File: config.mk
export PLATFORM = sky130hd
export DESIGN_NAME = alu_seq
export DESIGN_NICKNAME = d
export VERILOG_FILES = /design/src/rtl/alu_seq_pkg.sv /design/src/rtl/alu_seq_mul_iter.sv /design/src/rtl/alu_seq.sv
export SDC_FILE = /design/constraint.sdc
export NUM_CORES = 1
export LEC_CHECK = 0
export CORE_MARGIN = 4
export CORE_UTILIZATION = 54
export CTS_BUF_LIST = sky130_fd_sc_hd__clkbuf_16
export CTS_CLUSTER_SIZE = 28
export DETAILED_ROUTE_END_ITERATION = 10
export PLACE_DENSITY_LB_ADDON = 0.1
export SETUP_SLACK_MARGIN = 0.05
export SYNTH_ARGS = -nofsm -noshare
export SYNTH_HDL_FRONTEND = slang
export SYNTH_HIERARCHICAL = 1
export SYNTH_SLANG_ARGS = --single-unit
export TNS_END_PERCENT = 30
File: constraint.sdc
create_clock -name clk -period 2.8 [get_ports clk]
set_input_delay 0.56 -clock clk [delete_from_list [all_inputs] [get_ports clk]]
set_output_delay 0.56 -clock clk [all_outputs]
set_load 0.03 [all_outputs]
File: src/rtl/alu_seq_pkg.sv
// Shared types for the sequential ALU: opcode encoding (legacy VeriRISC codes 0-7 kept) and FSM states.
package alu_seq_pkg;

   typedef enum logic [3:0] {
      HLT = 4'd0,
      SKZ = 4'd1,
      ADD = 4'd2,
      AND = 4'd3,
      XOR = 4'd4,
      LDA = 4'd5,
      STO = 4'd6,
      JMP = 4'd7,
      SUB = 4'd8,
      OR  = 4'd9,
      SHL = 4'd10,
      SHR = 4'd11,
      MUL = 4'd12
   } alu_op_t;

   typedef enum logic [1:0] {
      IDLE = 2'd0,
      BUSY = 2'd1,
      DONE = 2'd2
   } alu_state_t;

endpackage

File: src/rtl/alu_seq_mul_iter.sv
// Iterative shift-add multiplier: one multiplier bit per cycle, WIDTH cycles per product.
module mul_iter #(
   parameter int WIDTH = 8
) (
   input  logic               clk,
   input  logic               rst,
   input  logic               start_i,
   input  logic [WIDTH-1:0]   a_i,
   input  logic [WIDTH-1:0]   b_i,
   output logic [2*WIDTH-1:0] prod_o,
   output logic               done_o
);

   localparam int CW = $clog2(WIDTH);

   logic [2*WIDTH-1:0] acc_q, acc_d, mcand_q;
   logic [WIDTH-1:0]   mplier_q;
   logic [CW-1:0]      cnt_q;
   logic               busy_q;

   // Product is exposed combinationally so the final partial product lands in the same edge as done.
   assign acc_d  = acc_q + (mplier_q[0] ? mcand_q : '0);
   assign prod_o = acc_d;
   assign done_o = busy_q && (cnt_q == CW'(WIDTH-1));

   always_ff @(posedge clk) begin
      if (rst) begin
         acc_q    <= '0;
         mcand_q  <= '0;
         mplier_q <= '0;
         cnt_q    <= '0;
         busy_q   <= 1'b0;
      end else if (start_i) begin
         acc_q    <= '0;
         mcand_q  <= {{WIDTH{1'b0}}, a_i};
         mplier_q <= b_i;
         cnt_q    <= '0;
         busy_q   <= 1'b1;
      end else if (busy_q) begin
         acc_q    <= acc_d;
         mcand_q  <= mcand_q << 1;
         mplier_q <= mplier_q >> 1;
         cnt_q    <= cnt_q + 1'b1;
         if (done_o) busy_q <= 1'b0;
      end
   end

endmodule

File: src/rtl/alu_seq.sv
// Sequential ALU: valid/ready handshake, single-cycle op mux, optional iterative multiply,
// registered result and flags.
module alu_seq
   import alu_seq_pkg::*;
#(
   parameter int WIDTH  = 8,
   parameter bit MUL_EN = 1'b1
) (
   input  logic             clk,
   input  logic             rst,
   input  logic             in_valid,
   output logic             in_ready,
   input  alu_op_t          opcode,
   input  logic [WIDTH-1:0] accum,
   input  logic [WIDTH-1:0] data,
   output logic             out_valid,
   input  logic             out_ready,
   output logic [WIDTH-1:0] out,
   output logic             res_zero,
   output logic             res_carry,
   output logic             res_neg,
   output logic             zero
);

   alu_state_t         state_q, state_d;
   logic [WIDTH-1:0]   out_q, out_d;
   logic               carry_q, carry_d;
   logic               zero_q, neg_q;
   logic               accept, is_mul, mul_start, mul_done;
   logic [2*WIDTH-1:0] mul_prod;
   logic [WIDTH-1:0]   alu_res;
   logic               alu_cy;
   logic [WIDTH:0]     add_w, sub_w;

   assign zero      = ~|accum;
   assign in_ready  = ~rst & ((state_q == IDLE) | ((state_q == DONE) & out_ready));
   assign accept    = in_valid & in_ready;
   assign is_mul    = MUL_EN && (opcode == MUL);
   assign out_valid = (state_q == DONE);
   assign out       = out_q;
   assign res_zero  = zero_q;
   assign res_carry = carry_q;
   assign res_neg   = neg_q;

   assign add_w = {1'b0, accum} + {1'b0, data};
   assign sub_w = {1'b0, accum} - {1'b0, data};

   // Unlisted codes (and MUL when the multiplier is absent) pass the accumulator through.
   always_comb begin
      alu_res = accum;
      alu_cy  = 1'b0;
      case (opcode)
         ADD: begin alu_res = add_w[WIDTH-1:0]; alu_cy = add_w[WIDTH]; end
         SUB: begin alu_res = sub_w[WIDTH-1:0]; alu_cy = sub_w[WIDTH]; end
         AND: alu_res = accum & data;
         OR:  alu_res = accum | data;
         XOR: alu_res = accum ^ data;
         LDA: alu_res = data;
         SHL: begin alu_res = {accum[WIDTH-2:0], 1'b0}; alu_cy = accum[WIDTH-1]; end
         SHR: begin alu_res = {1'b0, accum[WIDTH-1:1]}; alu_cy = accum[0]; end
         default: ;
      endcase
   end

   always_comb begin
      state_d   = state_q;
      out_d     = out_q;
      carry_d   = carry_q;
      mul_start = 1'b0;
      case (state_q)
         IDLE, DONE: begin
            if (accept) begin
               if (is_mul) begin
                  state_d   = BUSY;
                  mul_start = 1'b1;
               end else begin
                  state_d = DONE;
                  out_d   = alu_res;
                  carry_d = alu_cy;
               end
            end else if (state_q == DONE && out_ready) begin
               state_d = IDLE;
            end
         end
         BUSY: begin
            if (mul_done) begin
               state_d = DONE;
               out_d   = mul_prod[WIDTH-1:0];
               carry_d = |mul_prod[2*WIDTH-1:WIDTH];
            end
         end
         default: state_d = IDLE;
      endcase
   end

   always_ff @(posedge clk) begin
      if (rst) begin
         state_q <= IDLE;
         out_q   <= '0;
         carry_q <= 1'b0;
         zero_q  <= 1'b0;
         neg_q   <= 1'b0;
      end else begin
         state_q <= state_d;
         out_q   <= out_d;
         carry_q <= carry_d;
         zero_q  <= ~|out_d;
         neg_q   <= out_d[WIDTH-1];
      end
   end

   generate
      if (MUL_EN) begin : g_mul
         mul_iter #(.WIDTH(WIDTH)) u_mul (
            .clk     (clk),
            .rst     (rst),
            .start_i (mul_start),
            .a_i     (accum),
            .b_i     (data),
            .prod_o  (mul_prod),
            .done_o  (mul_done)
         );
      end else begin : g_nomul
         assign mul_prod = '0;
         assign mul_done = 1'b0;
      end
   endgenerate

endmodule

==> results of run 1 <==
==> area by class of cell <==
cell class              count  area (sq um)  share of cell area, %
multi-input cells         495          3730                   54.8
repair buffers            196          1580                   23.2
flip-flops and latches     56          1130                   16.5
well taps                 108           135                   1.98
clock buffers               5           125                   1.84
inverters                  24          90.1                   1.32
clock inverters             3          21.3                  0.312
==> kinds of logic after synthesis <==
logic type	count (synthesis)
mux	47
flops	56
simple gates	225
compound gates	162
buf+inv	65
fa+ha+maj	44
xor+xnor	17
==> worst reg2reg max path: stages (launching register included) <==
cell and delay (ns):
dfxtp_4 0.38, buf_4 0.15, and2_4 0.14, ha_4 0.23
a21o_1 0.20, buf_6 0.14, a311oi_4 0.28, buf_4 0.17
o21bai_1 0.07, a21oi_2 0.25, xnor2_2 0.13, nor4_4 0.34
a21oi_2 0.12, o21ai_1 0.09, a21oi_1 0.08, a41o_1 0.20
==> repair_timing <==
action / in CTS / in global routing
cloned: 0 / 0
buffers inserted: 8 / 6
setup endpoints to repair: 7 / 14
resized for setup: 39 / 21
pin swaps: 18 / 15
hold buffers: 0 / 0
==> cells in the mapped netlist (6+ instances only) <==
master    number
ha_1          41
nand2_1       30
mux2_2         6
a21o_1         8
mux2i_1       41
a31oi_1        6
a31o_2         8
and2_1        17
a21oi_1       55
nor3_1        16
nor2b_1        7
nand2b_1       8
nand4_1        7
clkbuf_1      23
o21ai_0       19
nand3_1       11
inv_1         23
xnor2_1       11
nor2_1        90
and3_1         8
dfxtp_1       56
o21ai_1        6
==> per-layer routing <==
metal,vias up,routed length [microns]
met5,-,0
met4,0,478
met3,41,1190
met2,220,8040
met1,2491,7230
li1,2550,-
==> stage by stage <==
stage / utilization (%) / area [sq um]
after floorplan: - / 4910
after global placement: 71.7 / 6290
after detailed placement: 71.7 / 6290
after CTS: 76.2 / 6670
after global routing: 77.8 / 6820
final: 77.8 / 6820
==> final timing paths <==
path,endpoint,startpoint,slack (ns)
min,g_mul.u_mul/acc_q[14],g_mul.u_mul/acc_q[14],0.51
min reg2reg,g_mul.u_mul/acc_q[14],g_mul.u_mul/acc_q[14],0.51
max reg2reg,res_carry,g_mul.u_mul/mplier_q[0],-0.25
max,res_carry,g_mul.u_mul/mplier_q[0],-0.25
==> registers in the layout (all words and copies together), names as in the netlist <==
| signal | count |
|---|---|
| res_zero | 1 |
| g_mul.u_mul/mplier_q | 8 |
| g_mul.u_mul/cnt_q | 3 |
| g_mul.u_mul/mcand_q | 16 |
| out | 8 |
| g_mul.u_mul/acc_q | 16 |
| res_carry | 1 |
| g_mul.u_mul/busy_q | 1 |
| state_q | 2 |
==> power by group <==
| group | switching [mW] | internal (mW) |
|---|---|---|
| registers | 0.0110 | 0.808 |
| logic | 0.315 | 0.278 |
| clock network | 0.306 | 0.334 |
| total | 0.632 | 1.42 |
==> flow_metrics.env, run 1 <==
export IMPL_maxCapViolCount=0
export IMPL_wl_per_cell_microns=19.1
export IMPL_hpwlAfterDp_microns=12300
export IMPL_cp_depth=15
export IMPL_numCtsBuffers=5
export IMPL_via_per_inst=5.98
export IMPL_n_antenna_cell=0
export IMPL_dp_cells=867
export IMPL_fin_setup_tns_ns=-0.429
export IMPL_die_h_microns=103
export IMPL_synth_top_area_share_pct=23.0
export IMPL_period_needed_ns=3.05
export IMPL_clkLatencyLatePin_ns=0.29
export IMPL_synth_mux_area_share_pct=9.80
export IMPL_clock_sinks=56
export IMPL_first_pass_iters=5
export IMPL_power_mw=2.05
export IMPL_gr_max_usage_layer="met2"
export IMPL_final_setup_viol_count=3
export IMPL_yosysSeqAreaShare_pct=23.0
export IMPL_cp_required_ns=2.99
export IMPL_top_level_ports=38
export IMPL_fill_cells=624
export IMPL_crit_family="compound AO/OA/AOI/OAI gates"
export IMPL_antenna_found_initial=0
export IMPL_cp_max_fo=8
export IMPL_place_ws_ns=-0.463
export IMPL_slowest_delay_ns=0.38
export IMPL_leakage_nw=3.08
export IMPL_hold_viol_final=0
export IMPL_grt_max_degree=44
export IMPL_grtUsageMet3_pct=5.75
export IMPL_synth_edf_count=0
export IMPL_synth_compound_area_share_pct=22.2
export IMPL_coreArea_sq_um=8760
export IMPL_synth_largest_area_cell="dfxtp_1"
export IMPL_min_delay_path_class="flop to flop"
export IMPL_wirelength_microns=17000
export IMPL_synth_top_family_by_area="simple AND/OR/NAND/NOR gates"
export IMPL_nets=846
export IMPL_yosys_area_share_simple_pct=23.3
export IMPL_violations="negative setup slack"
export IMPL_avgSynthCellArea_sq_um=7.92
export IMPL_stdcell_count=887
export IMPL_initial_core_util_pct=55.7
export IMPL_cp_cell_sequence="buf_4 -> and2_4 -> ha_4 -> a21o_1 -> buf_6 -> a311oi_4 -> buf_4 -> o21bai_1 -> a21oi_2 -> xnor2_2 -> nor4_4 -> a21oi_2 -> o21ai_1 -> a21oi_1 -> a41o_1"
export IMPL_dr_total_vias=5302
export IMPL_skew_ns=0.00739
export IMPL_post_route_period_util_pct=109
export IMPL_reg2reg_depth=15
export IMPL_grt_met2_usage_pct=52.0
export IMPL_holdPathStages=2
export IMPL_die_width_microns=103
export IMPL_status="finished with violations"
export IMPL_drive_gt1_share_pct=31.5
export IMPL_cts_max_level=2
export IMPL_synth_ff_type="dfxtp_1"
export IMPL_power_per_cell_area_nw_per_um2=301
export IMPL_use_met1_pct=41.1
export IMPL_synthXorXnorAreaFrac_pct=3.21
export IMPL_root_buffer="clkbuf_16"
export IMPL_irDropWorstVdd_mv=0.243
export IMPL_final_common_cell="buf_4"
export IMPL_synthTopCellsByArea="dfxtp_1 (23%), ha_1 (11%), mux2i_1 (8.4%)"
export IMPL_syn_area_sq_um=4880
export IMPL_arrival_ns=3.24
export IMPL_io_buffer_count=37
export IMPL_antenna_left=0
export IMPL_place_congestion=1.01
export IMPL_grt_pass1_vias=5140
export IMPL_ys_types=83
export IMPL_synthAdderAreaFrac_pct=11.7
export IMPL_path_class="flop to flop"
export IMPL_clk_pin_slew_ns=0.08
export IMPL_holdWs_ns=0.508
export IMPL_grt_pass1_wl_microns=25900
export IMPL_fin_ws_ns=-0.248
export IMPL_layout_common_cells="buf_4 (156), nor2_1 (86), dfxtp_1 (54)"
export IMPL_cts_tree="done"
export IMPL_critPathSlowestCell="dfxtp_4"
export IMPL_synthesis_nets=684
export IMPL_worst_slew_margin_rel_pct=53.7
export IMPL_synthArstFlopShare_pct=0
export IMPL_slew_violations=0
export IMPL_area_growth_syn_to_layout_pct=39.7
export IMPL_critPathBufInv=3
export IMPL_ys_ff_latch=56
export IMPL_worst_setup_path_end_kind="flop"
export IMPL_worst_pin_slew_ns=0.693
export IMPL_ys_warn_count=6
export IMPL_fmax_mhz=328
export IMPL_syn_inst=616
export IMPL_rsz0062_at_grt="yes"
export IMPL_track_usage_pct=31.1
export IMPL_initialDrtViolationCount=431
export IMPL_clock_path_buffers=2
export IMPL_die_area_sq_um=10600
export IMPL_rows=34
export IMPL_drc=0
export IMPL_start_kind="flop"
export IMPL_gr_total_overflow=0
Note: power is estimated with default switching activity, not from simulation.
==> run 2, diff against run 1 <==
--- a/config.mk
+++ b/config.mk
@@ -5,7 +5,6 @@
 export SDC_FILE = /design/constraint.sdc
 export NUM_CORES = 1
 export LEC_CHECK = 0
-export CORE_MARGIN = 4
 export CORE_UTILIZATION = 54
 export CTS_BUF_LIST = sky130_fd_sc_hd__clkbuf_16
 export CTS_CLUSTER_SIZE = 28
==> run 2 against run 1 <==
Compared with the run above: the run still ends with negative setup slack left; clock skew decreased by 0.0036 ns; sequential power hardly changed; worst setup slack better by 0.13 ns; flip-flop and latch count unchanged; cell count decreased by 2.6%; power down 0.95%; global-route usage is 2.4 points higher; hold slack got worse by 0.011 ns; register-to-register slack gained 0.13 ns; largest cell class unchanged; largest power group unchanged; highest routed layer unchanged.
==> flow_metrics.env, run 2 (synthesis gave the netlist of run 1 again) <==
export IMPL_status="finished with violations"
export IMPL_violations="negative setup slack"
export IMPL_clkLatencyLatePin_ns=0.29
export IMPL_drive_gt1_share_pct=30.3
export IMPL_layout_common_cells="buf_4 (134), nor2_1 (88), dfxtp_1 (53)"
export IMPL_min_delay_path_class="flop to flop"
export IMPL_fill_cells=660
export IMPL_place_congestion=1.00
export IMPL_worst_pin_slew_ns=0.672
export IMPL_maxCapViolCount=0
export IMPL_worst_setup_path_end_kind="flop"
export IMPL_wirelength_microns=16000
export IMPL_period_needed_ns=2.92
export IMPL_coreArea_sq_um=8720
export IMPL_rows=34
export IMPL_reg_largest_list="g_mul.u_mul/acc_q: 16 flops, g_mul.u_mul/mcand_q: 16 flops"
export IMPL_regArea_sq_um=1130
export IMPL_fmax_mhz=343
export IMPL_detailed_place_area_sq_um=6160
export IMPL_via_per_inst=5.99
export IMPL_crit_family="compound AO/OA/AOI/OAI gates"
export IMPL_die_area_sq_um=9420
export IMPL_die_width_microns=97.1
export IMPL_top_level_ports=38
export IMPL_gr_total_overflow=0
export IMPL_grt_pass1_wl_microns=25200
export IMPL_n_antenna_cell=0
export IMPL_arrival_ns=3.10
export IMPL_skew_ns=0.00376
export IMPL_initial_core_util_pct=55.9
export IMPL_slowest_delay_ns=0.37
export IMPL_area_growth_syn_to_layout_pct=36.9
export IMPL_path_class="flop to flop"
export IMPL_leakage_nw=2.92
export IMPL_final_common_cell="buf_4"
export IMPL_cts_hold_buf=0
export IMPL_cp_required_ns=2.99
export IMPL_cp_max_fo=6
export IMPL_initialDrtViolationCount=260
export IMPL_wl_per_cell_microns=18.5
export IMPL_critPathBufInv=0
export IMPL_grt_pass1_vias=4969
export IMPL_clock_path_buffers=2
export IMPL_clock_sinks=56
export IMPL_first_pass_iters=6
export IMPL_track_usage_pct=33.4
export IMPL_irDropWorstVdd_mv=0.241
export IMPL_start_kind="flop"
export IMPL_fin_ws_ns=-0.119
export IMPL_rsz0062_at_grt="yes"
export IMPL_die_h_microns=97.1
export IMPL_critPathSlowestCell="dfxtp_4"
export IMPL_hold_viol_final=0
export IMPL_cp_cell_sequence="and2_4 -> ha_4 -> fa_2 -> a21o_1 -> a311oi_4 -> nor2_2 -> a21oi_2 -> xnor2_2 -> nor4_2 -> a21oi_2 -> o21ai_1 -> a21oi_1 -> a41o_1"
export IMPL_post_route_period_util_pct=104
export IMPL_holdPathStages=2
export IMPL_worstReg2RegEnd="res_carry"
export IMPL_slew_violations=0
export IMPL_power_per_cell_area_nw_per_um2=304
export IMPL_antenna_left=0
export IMPL_antenna_found_initial=0
export IMPL_reg2reg_from="g_mul.u_mul/mplier_q[0]"
export IMPL_crit_path_frequent_cell="a21oi_2"
export IMPL_worst_slew_margin_rel_pct=55.2
export IMPL_place_ws_ns=-0.396
export IMPL_r2r_slack_ns=-0.12
export IMPL_cts_tree="done"
export IMPL_nets=824
export IMPL_dr_total_vias=5175
export IMPL_drc=0
export IMPL_holdWs_ns=0.497
export IMPL_hpwlAfterDp_microns=12000
export IMPL_numCtsBuffers=5
export IMPL_final_setup_viol_count=2
export IMPL_hp_start="g_mul.u_mul/acc_q[2]"
export IMPL_finish_utilization_pct=76.6
export IMPL_io_buffer_count=37
export IMPL_multi_input_area_sq_um=3750
export IMPL_clk_pin_slew_ns=0.07
export IMPL_cts_max_level=2
export IMPL_power_mw=2.03
export IMPL_root_buffer="clkbuf_16"
export IMPL_reg2reg_depth=13
export IMPL_grt_max_degree=44
export IMPL_holdPathEnd="g_mul.u_mul/acc_q[2]"
export IMPL_postLayoutCellArea_sq_um=6680
## run 2: cell count changes in the layout (fill, tap and decap cells not counted), moves of 3 or more
cell	before	now
buf_4	156	134
and2_1	13	10
and2_4	4	7
ha_4	6	9
xnor2_1	7	10
xnor2_2	5	2
## run 2: report_power, final
part	switching, mW	internal, mW	leakage (nW)
registers	0.0111	0.808	0.454
clock network	0.297	0.331	0.0663
logic	0.308	0.277	2.40
total	0.616	1.42	2.92
## run 2: worst min-delay path, stage by stage (launching register included)
cell and delay [ns]:
dfxtp_1 0.32, nor2_1 0.08, nor3_1 0.05
## run 2: metrics by stage
stage,cells,setup TNS [ns]
after floorplan,616,0
after global placement,848,-1.57
after detailed placement,848,-1.90
after CTS,861,-0.145
after global routing,864,-0.595
final,864,-0.145
## run 2: per-layer routing
| layer | share of wire [%] | global-route usage [%] |
|---|---|---|
| met1 | 43 | 44.3 |
| met2 | 47 | 54.8 |
| met3 | 7.0 | 6.26 |
| met4 | 3.0 | 10.8 |
| met5 | 0 | 0 |
## run 2: area by class of cell
type / count / area share (%)
clock buffers: 5 / 1.87
clock inverters: 2 / 0.244
inverters: 24 / 1.35
multi-input cells: 495 / 56.2
flip-flops and latches: 56 / 16.9
well taps: 108 / 2.02
repair buffers: 174 / 21.4
## run 2: repair_timing
| action | CTS | global route |
|---|---|---|
| setup buffers | 6 | 3 |
| endpoints found under the setup margin | 4 | 7 |
| pin swaps | 18 | 12 |
| resized for setup | 41 | 21 |
| cloned | 0 | 0 |
## run 2: worst max path at each step
stage / endpoint / cells past startpoint / start
CTS: res_carry / 13 / g_mul.u_mul/mplier_q[0]
floorplan: res_carry / 14 / g_mul.u_mul/mplier_q[0]
detailed placement: res_zero / 10 / accum[0]
global placement: res_zero / 10 / accum[0]
finish: res_carry / 13 / g_mul.u_mul/mplier_q[0]
global route: res_carry / 13 / g_mul.u_mul/mplier_q[0]
==> run 3, diff against run 2 <==
--- a/config.mk
+++ b/config.mk
@@ -5,6 +5,8 @@
 export SDC_FILE = /design/constraint.sdc
 export NUM_CORES = 1
 export LEC_CHECK = 0
+export ABC_AREA = 0
+export CAP_MARGIN = 15
 export CORE_UTILIZATION = 54
 export CTS_BUF_LIST = sky130_fd_sc_hd__clkbuf_16
 export CTS_CLUSTER_SIZE = 28
==> results of run 3 <==
Final layout, timing and power as in run 2 (identical DEF).
